## src/rtl/bemicro_cv_sysid_check.sv

```systemverilog
// -----------------------------------------------------------------------------
// bemicro_cv_sysid_check
//
// Purpose:
//   Reads the system-ID peripheral over a minimal Avalon-MM master port and
//   compares the captured words against the values the firmware build expects.
//   The ID word is at address 0. The timestamp word is at address 1. Each read
//   tolerates up to TIMEOUT_CYCLES stalled cycles. If the slave stalls beyond
//   that, the read is abandoned and the sequence ends with the timeout flag set.
//
// Optional feature macro: SYSID_CHECK_TS_EN
//   Defined   : ID read followed by timestamp read (IDLE, RD_ID, RD_TS, FIN).
//   Undefined : timestamp read is removed (IDLE, RD_ID, FIN). In this build
//               ts_value is constant 0. ts_ok reads 1 except after a timeout
//               or while/just after reset, where it reads 0.
//
// Parameters:
//   EXPECTED_ID    - expected ID word (address 0)
//   EXPECTED_TS    - expected timestamp word (address 1)
//   TIMEOUT_CYCLES - stalled cycles tolerated per read, 1..65535
//
// Ports:
//   clock           in   single rising-edge clock
//   reset           in   asynchronous active-high reset
//   start           in   request one check sequence (ignored while busy)
//   avm_address     out  Avalon-MM word address (decoded from state)
//   avm_read        out  Avalon-MM read strobe (decoded from state)
//   avm_readdata    in   read data, valid when read=1 and waitrequest=0
//   avm_waitrequest in   slave stall
//   busy            out  sequence in progress
//   done            out  one-cycle pulse at sequence end
//   id_ok           out  captured ID matched EXPECTED_ID
//   ts_ok           out  captured timestamp matched EXPECTED_TS
//   timeout         out  last sequence aborted on stall timeout
//   id_value        out  last captured ID word
//   ts_value        out  last captured timestamp word
// -----------------------------------------------------------------------------
module bemicro_cv_sysid_check #(
  parameter logic [31:0] EXPECTED_ID    = 32'h8765_4321,
  parameter logic [31:0] EXPECTED_TS    = 32'h5292_0794,
  parameter int unsigned TIMEOUT_CYCLES = 255
) (
  input  logic        clock,
  input  logic        reset,
  input  logic        start,
  output logic        avm_address,
  output logic        avm_read,
  input  logic [31:0] avm_readdata,
  input  logic        avm_waitrequest,
  output logic        busy,
  output logic        done,
  output logic        id_ok,
  output logic        ts_ok,
  output logic        timeout,
  output logic [31:0] id_value,
  output logic [31:0] ts_value
);

  localparam logic [15:0] TIMEOUT_LIMIT = 16'(TIMEOUT_CYCLES);

  typedef enum logic [1:0] {
    IDLE  = 2'd0,
    RD_ID = 2'd1,
`ifdef SYSID_CHECK_TS_EN
    RD_TS = 2'd2,
`endif
    FIN   = 2'd3
  } state_t;

  state_t      state_q, state_d;
  logic [15:0] stall_cnt_q, stall_cnt_d;
  logic        busy_q, busy_d;
  logic        done_q, done_d;
  logic        id_ok_q, id_ok_d;
  logic        ts_ok_q, ts_ok_d;
  logic        timeout_q, timeout_d;
  logic [31:0] id_value_q, id_value_d;
`ifdef SYSID_CHECK_TS_EN
  logic [31:0] ts_value_q, ts_value_d;
`else
  // The expected timestamp has no consumer when the timestamp read is removed.
  logic        unused_expected_ts;
  assign unused_expected_ts = ^EXPECTED_TS;
`endif

  // Next-state and result logic
  always_comb begin
    state_d     = state_q;
    stall_cnt_d = stall_cnt_q;
    id_ok_d     = id_ok_q;
    ts_ok_d     = ts_ok_q;
    timeout_d   = timeout_q;
    id_value_d  = id_value_q;
`ifdef SYSID_CHECK_TS_EN
    ts_value_d  = ts_value_q;
`endif

    case (state_q)
      IDLE: begin
        if (start) begin
          state_d     = RD_ID;
          stall_cnt_d = '0;
          id_ok_d     = 1'b0;
          ts_ok_d     = 1'b0;
          timeout_d   = 1'b0;
        end
      end

      RD_ID: begin
        if (!avm_waitrequest) begin
          id_value_d = avm_readdata;
          id_ok_d    = (avm_readdata == EXPECTED_ID);
`ifdef SYSID_CHECK_TS_EN
          state_d     = RD_TS;
          stall_cnt_d = '0;
`else
          state_d     = FIN;
`endif
        end else if (stall_cnt_q == TIMEOUT_LIMIT) begin
          // Tolerated stall budget used up and the slave is still stalling.
          timeout_d = 1'b1;
          state_d   = FIN;
        end else begin
          stall_cnt_d = stall_cnt_q + 16'd1;
        end
      end

`ifdef SYSID_CHECK_TS_EN
      RD_TS: begin
        if (!avm_waitrequest) begin
          ts_value_d = avm_readdata;
          ts_ok_d    = (avm_readdata == EXPECTED_TS);
          state_d    = FIN;
        end else if (stall_cnt_q == TIMEOUT_LIMIT) begin
          timeout_d = 1'b1;
          state_d   = FIN;
        end else begin
          stall_cnt_d = stall_cnt_q + 16'd1;
        end
      end
`endif

      FIN: begin
        state_d = IDLE;
      end

      default: begin
        state_d = IDLE;
      end
    endcase

`ifndef SYSID_CHECK_TS_EN
    // Without a timestamp read there is nothing to mismatch, so ts_ok only
    // reflects whether the sequence ran to completion.
    ts_ok_d = ~timeout_d;
`endif

    // Registered status follows the state being entered so busy/done line up
    // with the state register.
    busy_d = (state_d != IDLE);
    done_d = (state_d == FIN);
  end

  always_ff @(posedge clock or posedge reset) begin
    if (reset) begin
      state_q     <= IDLE;
      stall_cnt_q <= '0;
      busy_q      <= 1'b0;
      done_q      <= 1'b0;
      id_ok_q     <= 1'b0;
      ts_ok_q     <= 1'b0;
      timeout_q   <= 1'b0;
      id_value_q  <= '0;
`ifdef SYSID_CHECK_TS_EN
      ts_value_q  <= '0;
`endif
    end else begin
      state_q     <= state_d;
      stall_cnt_q <= stall_cnt_d;
      busy_q      <= busy_d;
      done_q      <= done_d;
      id_ok_q     <= id_ok_d;
      ts_ok_q     <= ts_ok_d;
      timeout_q   <= timeout_d;
      id_value_q  <= id_value_d;
`ifdef SYSID_CHECK_TS_EN
      ts_value_q  <= ts_value_d;
`endif
    end
  end

  // Bus strobes come straight from the state register so they cannot change
  // while the slave holds waitrequest.
  always_comb begin
`ifdef SYSID_CHECK_TS_EN
    avm_read    = (state_q == RD_ID) || (state_q == RD_TS);
    avm_address = (state_q == RD_TS);
`else
    avm_read    = (state_q == RD_ID);
    avm_address = 1'b0;
`endif
  end

  assign busy     = busy_q;
  assign done     = done_q;
  assign id_ok    = id_ok_q;
  assign ts_ok    = ts_ok_q;
  assign timeout  = timeout_q;
  assign id_value = id_value_q;
`ifdef SYSID_CHECK_TS_EN
  assign ts_value = ts_value_q;
`else
  assign ts_value = '0;
`endif

endmodule
```

## config.mk

```make
export PLATFORM = sky130hd
export DESIGN_NAME = bemicro_cv_sysid_check
export DESIGN_NICKNAME = d
export VERILOG_FILES = /design/src/rtl/bemicro_cv_sysid_check.sv
export SDC_FILE = /design/constraint.sdc
export NUM_CORES = 1
export LEC_CHECK = 0
export ABC_AREA = 1
export ABC_CLOCK_PERIOD_IN_PS = 4700
export CAP_MARGIN = 5
export CORE_UTILIZATION = 48
export DETAILED_ROUTE_END_ITERATION = 10
export GPL_TIMING_DRIVEN = 0
export PLACE_DENSITY = 0.86
export SETUP_SLACK_MARGIN = 0.15
export SYNTH_ARGS = -nofsm -noshare
export SYNTH_HDL_FRONTEND = slang
export SYNTH_SLANG_ARGS = --single-unit
```

## constraint.sdc

```tcl
create_clock -name clock -period 4.7 [get_ports clock]
set_clock_uncertainty 0.15 [all_clocks]
set_input_delay 0.94 -clock clock [delete_from_list [all_inputs] [get_ports clock]]
set_output_delay 0.94 -clock clock [all_outputs]
set_load 0.02 [all_outputs]
```

# After elaboration in Yosys (flattened, before gate mapping)
# Cells that the tools add are included.
[word_totals] regBits=55 inputBits=36 word_cells=40
[op_classes] bitwise=2 eq_ne=8 muxes=15 n_addsub=1 n_reduce_logical=6
[op_table] op="2-to-1 mux 16 bit" count=3
[op_table] op="== test 32 bit, second input constant" count=1
[op_table] op="case mux 16 bit (2 select lines)" count=1
[op_table] op="adder 16 x 1 -> 16 bit, second input constant" count=1
[op_table] op="== test 16 x 8 -> 1 bit, second input constant" count=1
[op_table] op="2-to-1 mux 2 bit" count=3
[op_table] op="inequality test 2 bit, second input constant" count=3
[op_table] op="2-to-1 mux 1 bit" count=5
[op_table] op="case mux 1 bit (2 select lines)" count=2
[op_table] op="case mux 2 bit (2 select lines)" count=1
[op_table] op="AND reduction 4 bit" count=1
[op_table] op="nonzero test 2 bit" count=2
[op_table] op="AND reduction 3 bit" count=1
[op_table] op="== test 2 x 1 -> 1 bit, second input constant" count=1
[op_table] op="== test 2 bit, second input constant" count=1
[op_table] op="logical NOT 2 bit" count=1
[op_table] op="inequality test 2 x 1 -> 1 bit, second input constant" count=1
[op_table] op="inverter 1 bit" count=2
[op_table] op="AND reduction 2 bit" count=1

# Logic depth before layout (Yosys ltp)
# Gate-level depths: netlist of the first run.
[depth] word_depth=5 depth_mapped=10 depth_no_buf=9

# Worst setup path after synthesis of the first run
# OpenSTA, ideal clock, no wires.
[synth_timing] kind="flip-flop to output port" from="register state_q[1]" to="output avm_read" stages_incl_launch_ff=5 slack_ps=2595 n_path_buf=1 arrival_ps=1015 cell_sequence="dfrtp_1 -> inv_1 -> nand2_2 -> inv_1 -> clkbuf_1"
[synth_via] elab_chain_len=1
[synth_lines] element="start: declaration" line="70" source="state_t state_q, state_d;"
[synth_lines] element="start signal: assignment" line="178" source="state_q <= state_d;"
[synth_lines] element="== test 2 x 1 -> 1 bit" line="199" source="avm_read = (state_q == RD_ID);"
[synth_lines] element="end: declaration" line="47" source="output logic avm_read,"
# Every way passes these cells.

# Worst setup path after layout of the first run
# Ends and elaborated chain as after synthesis.

==> insert_results.sql, run 1 <==
INSERT INTO impl_metrics (metric_group, metric, value, unit) VALUES
('worst_setup_path', 'cp_data_required_time', '3610', 'ps'),
('place', 'place.detailed.instances', '557', ''),
('die', 'die-width', '79.73', 'um'),
('global_routing', 'grt_antenna_before_repair', '0', ''),
('clocking', 'htree_levels', '2', ''),
('die', 'floorplan.initialDensity', '51.10', '%'),
('synthesis', 'synth_area', '2900', 'sq um'),
('worst_setup_path', 'cp_data_arrival_time', '2180', 'ps'),
('die', 'rows', '27', ''),
('power_and_ir_drop', 'power.total', '1.700', 'mW'),
('timing', 'report.final.hold_viol_count', '0', ''),
('global_routing', 'grt_start_max_net_pins', '42', ''),
('synthesis', 'postSynthRegisterBits', '55', ''),
('synthesis', 'post_synth_inst_count', '379', ''),
('global_routing', 'grtUsageTotal', '24.36', '%'),
('synthesis', 'synth_seq_area_share', '47.45', '%'),
('timing', 'timing.setup.tns', '0', 'ps'),
('timing', 'setup_repair_after_global_routing_missed_its_margin', 'false', ''),
('clocking', 'cts-root-to-sink-buffers', '2', ''),
('synthesis', 'synth.top_cells.by_area', 'dfrtp_1 47%, nand2_1 17%, buf_4 8.5%', ''),
('worst_setup_path', 'max_stage_delay', '700', 'ps'),
('timing', 'final-setup-viol-count', '0', ''),
('synthesis', 'yosys.area_share.adder', '0.4314', '%'),
('worst_setup_path', 'path_common_cell', 'inv_1', ''),
('worst_setup_path', 'end_kind', 'primary output', ''),
('global_routing', 'grt_pass1_vias', '2697', ''),
('routing', 'vias', '2727', ''),
('die', 'dieHeight', '79.73', 'um'),
('timing', 'post-route-min-period', '3269', 'ps'),
('routing', 'detail_route.iter0.violations', '123', ''),
('place', 'hpwl', '5.456', 'mm'),
('die', 'count_of_pins_on_the_block_boundary', '107', ''),
('job', 'drv.max_cap_violation_count', '0', ''),
('worst_setup_path', 'critical_path.cell_chain', 'inv_1, nand2_2, inv_1, clkbuf_1, clkdlybuf4s50_1', ''),
('layout', 'drive_above_1_share', '12.37', '%'),
('worst_setup_path', 'bufs_and_invs_on_worst_path', '4', ''),
('synthesis', 'synth-compound-area-share', '5.047', '%'),
('routing', 'post_drt_wl_per_cell', '12.55', 'um'),
('timing', 'period_share', '69.56', '%'),
('worst_setup_path', 'timing.critical_path.max_delay_family', 'buffers and inverters', ''),
('clocking', 'tritoncts', 'built', ''),
('worst_setup_path', 'critical_path_peak_fanout', '10', ''),
('routing', 'drt_drc_violations_left', '0', ''),
('synthesis', 'yosys.area_share.simple', '30.03', '%'),
('layout', 'synthToLayoutAreaGrowth', '36.45', '%'),
('routing', 'post_drt_via_cell_ratio', '4.827', ''),
('worst_setup_path', 'timing.critical_path.from_type', 'flip-flop', ''),
('worst_setup_path', 'crit_type', 'flip-flop to primary output', ''),
('synthesis', 'synthesis.yosys.warnings', '0', ''),
('synthesis', 'post-synth-top-area-cell', 'dfrtp_1', ''),
('power_and_ir_drop', 'static-leakage-power', '1.987', 'nW'),
('run_status', 'outcome', 'finished, final reports clean', ''),
('synthesis', 'post_synth_xor_area_fraction', '1.208', '%'),
('worst_hold_path', 'hp-class', 'flip-flop to flip-flop', ''),
('power_and_ir_drop', 'peakVddDrop', '0.0003022', 'V'),
('place', 'io_buffers', '73', ''),
('global_routing', 'grt_first_pass_wirelength', '12.01', 'mm'),
('clocking', 'ctsResizeCount', '0', ''),
('timing', 'timing_max_transition_violations_final', '0', ''),
('clocking', 'numClockSinks', '55', ''),
('power_and_ir_drop', 'power_density', '429.4', 'nW/um^2'),
('clocking', 'postCtsHoldBufs', '0', ''),
('synthesis', 'synth_mux_area_share', '0', '%'),
('clocking', 'clkLatencyLatePin', '320', 'ps'),
('worst_setup_path', 'critPathSlowestCell', 'clkdlybuf4s50_1', ''),
('synthesis', 'dominant_combinational_cell_family_by_area_after_synthesis', 'simple AND/OR/NAND/NOR gates', ''),
('routing', 'antenna_left', '0', ''),
('die', 'design.die.area', '6357', 'sq um'),
('layout', 'layout.nets', '529', ''),
('clocking', 'clock_pin_slew_on_the_worst_setup_and_hold_paths', '110', 'ps'),
('place', 'place_congestion', '0.9143', ''),
('layout', 'post_layout_nonfiller_instances', '565', ''),
('clocking', 'cts_setup_buffers', '0', ''),
('synthesis', 'yosysTopAreaCellShare', '47.45', '%'),
('routing', 'drt_first_pass_iters', '4', ''),
('clocking', 'cts_buffers', '5', ''),
('global_routing', 'grt_overflow', '0', ''),
('clocking', 'clock_root_buffer', 'clkbuf_8', ''),
('routing', 'wirelength', '7.088', 'mm'),
('layout', 'antenna_diode_count', '0', ''),
('timing', 'fmaxAchievable', '0.3059', 'GHz'),
('synthesis', 'netlist-cell-type-count', '24', ''),
('synthesis', 'avgSynthCellArea', '7.652', 'sq um'),
('die', 'core-area', '5675', 'sq um');
==> registers in the layout, summed over array words and instances, names as in the netlist, named ones only <==
register	cells
state_q	2
done	1
id_value	32
id_ok	1
stall_cnt_q	16
ts_ok	1
busy	1
==> cell type report <==
class / instances / area, sq um
fill: 465 / 1718
tap: 72 / 90.09
sequential: 55 / 1376
clock buffer: 5 / 68.82
multi-input combinational: 274 / 1189
clock inverter: 3 / 27.53
buffer: 44 / 312.8
timing repair buffer: 74 / 750.7
inverter: 38 / 142.6
==> report_power, final <==
group | total, mW | internal, mW | leakage (nW) | switching (mW)
clock network | 0.281 | 0.111 | 0.0467 | 0.170
registers | 0.681 | 0.598 | 0.700 | 0.0830
logic | 0.738 | 0.323 | 1.24 | 0.415
==> synth_stat cells <==
master and number:
nand2_1 135, dfrtp_1 55, inv_1 36, buf_4 33, nor2_1 30, o21ai_0 26
nand3_1 18, nand4_1 11, buf_2 7, nor3_1 5, nand3_2 3, xor2_1 3
buf_6 2, clkbuf_1 2, inv_2 2, nand2_2 2, o21ai_1 2, conb_1 1
ha_1 1, nand3b_1 1, nor2_4 1, o22ai_1 1, or2_2 1, xnor2_1 1
==> placed cells by master, fill, tap and decap left out <==
cell             Yosys  routed
clkbuf_1             2       2
inv_1               36      35
clkinvlp_4           0       1
inv_6                0       1
inv_2                2       3
nand3_2              3       3
nand4_1             11      11
xor2_1               3       3
buf_12               0       1
o22ai_1              1       1
nand2_1            135     135
xnor2_1              1       1
o21ai_1              2       2
nand2_2              2       2
buf_2                7       7
nand3b_1             1       1
nor3_1               5       5
conb_1               1      33
clkdlybuf4s50_1      0      73
nor2_1              30      30
clkbuf_8             0       5
nor2_4               1       1
inv_8                0       1
or2_2                1       1
ha_1                 1       1
nand3_1             18      18
o21ai_0             26      26
buf_6                2       2
dfrtp_1             55      55
buf_4               33      33
==> cells by family (layout without fill, tap and decap cells) <==
kind of cell               count (synthesis)  after routing
other                                      1             33
and+or+nand+nor                          207            207
DFF                                       55             55
xor gates and xnor gates                   4              4
adders and majority gates                  1              1
buffers and inverters                     82            164
AOI/OAI and AO/OA                         29             29
==> final timing paths <==
path                                     start              end  slack [ps]  cells past startpoint
worst min-delay path              id_value[18]     id_value[18]         330                      2
worst max-delay path                state_q[1]         avm_read        1430                      5
worst min register to register    id_value[18]     id_value[18]         330                      2
worst max register to register  stall_cnt_q[0]  stall_cnt_q[11]        2690                      7
min in group asynchronous                reset   stall_cnt_q[4]         760                      2
max in group asynchronous                reset            ts_ok        3110                      3
==> metal layers <==
metal / routed length (um) / vias to the layer above / global-route usage, % / part of all wire (%)
met5: 0 / - / 0 / 0
met4: 117 / 0 / 7.679 / 1.7
met3: 680 / 13 / 8.914 / 9.6
met2: 3525 / 96 / 42.22 / 50
met1: 2764 / 1280 / 27.80 / 39
li1: - / 1338 / - / -
==> through the flow <==
step	util [%]	hold WS, ps	setup WS [ps]	area [sq um]
after floorplan	-	346.6	2267	3020
after global placement	67.68	303.4	1240	3841
after detailed placement	68.03	308.1	1767	3861
after CTS	69.73	333.2	1412	3958
after global routing	69.73	353.6	1298	3958
final	69.73	330.5	1431	3958
==> tightest hold or removal path, cell delays in order (launching register included) <==
cell and delay [ps]:
dfrtp_1 360, nand2_1 50, nand2_1 50
Power figures use the tool's default switching activity.
==> run 2, diff against run 1 <==
- ABC_CLOCK_PERIOD_IN_PS: 4700 -> 3300
- CORE_UTILIZATION: 48 -> 45
- PLACE_DENSITY: 0.86 -> 0.81
- clock period: 4.7 -> 3.3 ns (I/O delays scaled with it)
==> run 2 against run 1 <==
Net effect: worst hold slack better by 2.8 ps; flip-flop and latch count did not move; cell count rose by 0.53%; setup slack got worse by 1100 ps; critical path type unchanged; critical endpoint unchanged.
==> insert_results.sql, run 2 (synthesis gave the netlist of run 1 again) <==
INSERT INTO impl_metrics (metric_group, metric, value, unit) VALUES
('run_status', 'outcome', 'finished, final reports clean', ''),
('timing', 'timing_max_transition_violations_final', '0', ''),
('worst_hold_path', 'hp-class', 'flip-flop to flip-flop', ''),
('die', 'rows', '28', ''),
('power_and_ir_drop', 'peakVddDrop', '0.0003732', 'V'),
('layout', 'drive_above_1_share', '12.37', '%'),
('clocking', 'numClockSinks', '55', ''),
('clocking', 'cts-root-to-sink-buffers', '2', ''),
('clocking', 'clock_root_buffer', 'clkbuf_8', ''),
('clocking', 'clock_pin_slew_on_the_worst_setup_and_hold_paths', '110', 'ps'),
('routing', 'post_drt_via_cell_ratio', '4.690', ''),
('power_and_ir_drop', 'part_of_the_total_power_dissipated_in_combinational_logic', '43.5', '%'),
('worst_setup_path', 'end_kind', 'primary output', ''),
('die', 'floorplan.initialDensity', '47.85', '%'),
('worst_setup_path', 'crit_type', 'flip-flop to primary output', ''),
('place', 'io_buffers', '73', ''),
('die', 'count_of_pins_on_the_block_boundary', '107', ''),
('routing', 'vias', '2664', ''),
('power_and_ir_drop', 'power.share.sequential', '40.1', '%'),
('worst_setup_path', 'reg2reg_depth', '8', ''),
('die', 'design.die.area', '6770', 'sq um'),
('worst_hold_path', 'timing.hold.worst_path_depth', '2', ''),
('worst_setup_path', 'cp_data_arrival_time', '2170', 'ps'),
('global_routing', 'grt_first_pass_wirelength', '11.24', 'mm'),
('clocking', 'clkLatencyLatePin', '320', 'ps'),
('timing', 'final_worst_setup_slack', '319.8', 'ps'),
('die', 'die-width', '82.28', 'um'),
('global_routing', 'grt_antenna_before_repair', '0', ''),
('routing', 'antenna_left', '0', ''),
('worst_setup_path', 'timing.rr.end', 'stall_cnt_q[8]', ''),
('worst_setup_path', 'critical_path.reg2reg.startpoint', 'stall_cnt_q[0]', ''),
('clocking', 'cts_setup_buffers', '0', ''),
('timing', 'post-route-min-period', '2980', 'ps'),
('worst_hold_path', 'min_from', 'id_value[21]', ''),
('power_and_ir_drop', 'static-leakage-power', '1.989', 'nW'),
('power_and_ir_drop', 'p_switching', '0.9449', 'mW'),
('timing', 'fmaxAchievable', '0.3355', 'GHz'),
('worst_setup_path', 'critical_path_peak_fanout', '10', ''),
('timing', 'setup_repair_after_global_routing_missed_its_margin', 'false', ''),
('timing', 'period_share', '90.31', '%'),
('layout', 'largest_register_ffs', '32', ''),
('die', 'dieHeight', '82.28', 'um'),
('job', 'drv.max_cap_violation_count', '0', ''),
('layout', 'layout.nets', '529', ''),
('power_and_ir_drop', 'power_frac_clock', '16.5', '%'),
('clocking', 'htree_levels', '2', ''),
('layout', 'fillerInstances', '541', ''),
('timing', 'report.final.hold_viol_count', '0', ''),
('power_and_ir_drop', 'p_int', '1.465', 'mW'),
('place', 'place_congestion', '0.8520', ''),
('place', 'hpwl', '5.303', 'mm'),
('timing', 'hold_slack', '333.3', 'ps'),
('layout', 'antenna_diode_count', '0', ''),
('layout', 'commonest_non_fill_non_tap_cells_in_the_layout', '135 x nand2_1, 73 x clkdlybuf4s50_1, 55 x dfrtp_1', ''),
('worst_setup_path', 'reg2reg_setup_slack', '1340', 'ps'),
('clocking', 'ctsResizeCount', '0', ''),
('place', 'dpl_worst_slack', '654.7', 'ps'),
('clocking', 'tritoncts', 'built', ''),
('worst_hold_path', 'timing.hold.worst_endpoint', 'id_value[21]', ''),
('worst_setup_path', 'timing.critical_path.from_type', 'flip-flop', ''),
('power_and_ir_drop', 'power_density', '609.1', 'nW/um^2'),
('timing', 'timing.setup.tns', '0', 'ps'),
('layout', 'synthToLayoutAreaGrowth', '36.41', '%'),
('clocking', 'postCtsHoldBufs', '0', ''),
('routing', 'drt_first_pass_iters', '5', ''),
('global_routing', 'grt_pass1_vias', '2494', ''),
('layout', 'final-seq-area', '1376', 'sq um'),
('routing', 'post_drt_wl_per_cell', '12.13', 'um'),
('layout', 'layout_commonest_cell', 'nand2_1', ''),
('timing', 'final-setup-viol-count', '0', ''),
('routing', 'wirelength', '6.892', 'mm'),
('power_and_ir_drop', 'swShare', '39.21', '%'),
('layout', 'multiInputGateArea', '1189', 'sq um'),
('global_routing', 'grt_overflow', '0', ''),
('global_routing', 'grtUsageTotal', '22.03', '%'),
('global_routing', 'grt_start_max_net_pins', '41', ''),
('routing', 'drt_drc_violations_left', '0', ''),
('routing', 'detail_route.iter0.violations', '91', ''),
('clocking', 'cts_buffers', '5', ''),
('worst_setup_path', 'cp_data_required_time', '2490', 'ps'),
('die', 'core-area', '6061', 'sq um');
## run 2: cell count changes in the layout (fill, tap and decap cells not counted)
cell and change:
inv_6 +1, clkinvlp_4 -1, clkinv_2 +1, inv_8 -1
## run 2: worst max-delay path by stage
stage | from | endpoint | slack (ps) | cells past startpoint
finish | state_q[1] | avm_read | 320 | 5
global route | state_q[1] | avm_read | 170 | 5
CTS | state_q[1] | avm_read | 310 | 5
detailed placement | state_q[1] | avm_read | 650 | 5
global placement | reset | id_value[6] | 100 | 2
floorplan | reset | asynchronous set/reset pin | 1150 | 1
## run 2: cell type report
cell class | instances | area share (%)
clock buffer | 5 | 1.739
tap | 75 | 2.372
clock inverter | 3 | 0.5693
timing repair buffer | 74 | 18.98
buffer | 44 | 7.906
sequential | 55 | 34.79
multi-input combinational | 274 | 30.04
inverter | 38 | 3.605
## run 2: power groups by stage
stage	clock [mW]	sequential [mW]	combinational, mW
after floorplan	0	1.16	0.363
after global placement	0	0.970	1.03
after detailed placement	0	0.972	1.05
after CTS	0.408	0.965	1.05
after global routing	0.433	0.988	1.14
final	0.397	0.966	1.05
## run 2: layer usage
layer / wire length (um) / vias up / GRT usage [%]
met5: 0 / - / 0
met4: 87 / 0 / 6.667
met3: 652 / 9 / 9.560
met2: 3357 / 78 / 38.02
met1: 2794 / 1237 / 24.40
li1: - / 1340 / -
## run 2: per-stage QoR
stage	utilization [%]	cells	instance area, sq um	power, mW
floorplan	-	411	3020	1.527
global placement	63.44	559	3845	1.999
detailed placement	63.77	560	3865	2.024
CTS	65.28	568	3956	2.427
global route	65.28	568	3956	2.560
finish	65.28	568	3956	2.410
## run 2: worst max-delay path, stage by stage (launching register included)
cell	delay (ps)
dfrtp_1	370
inv_1	80
nand2_2	140
inv_1	160
clkbuf_1	400
clkdlybuf4s50_1	700
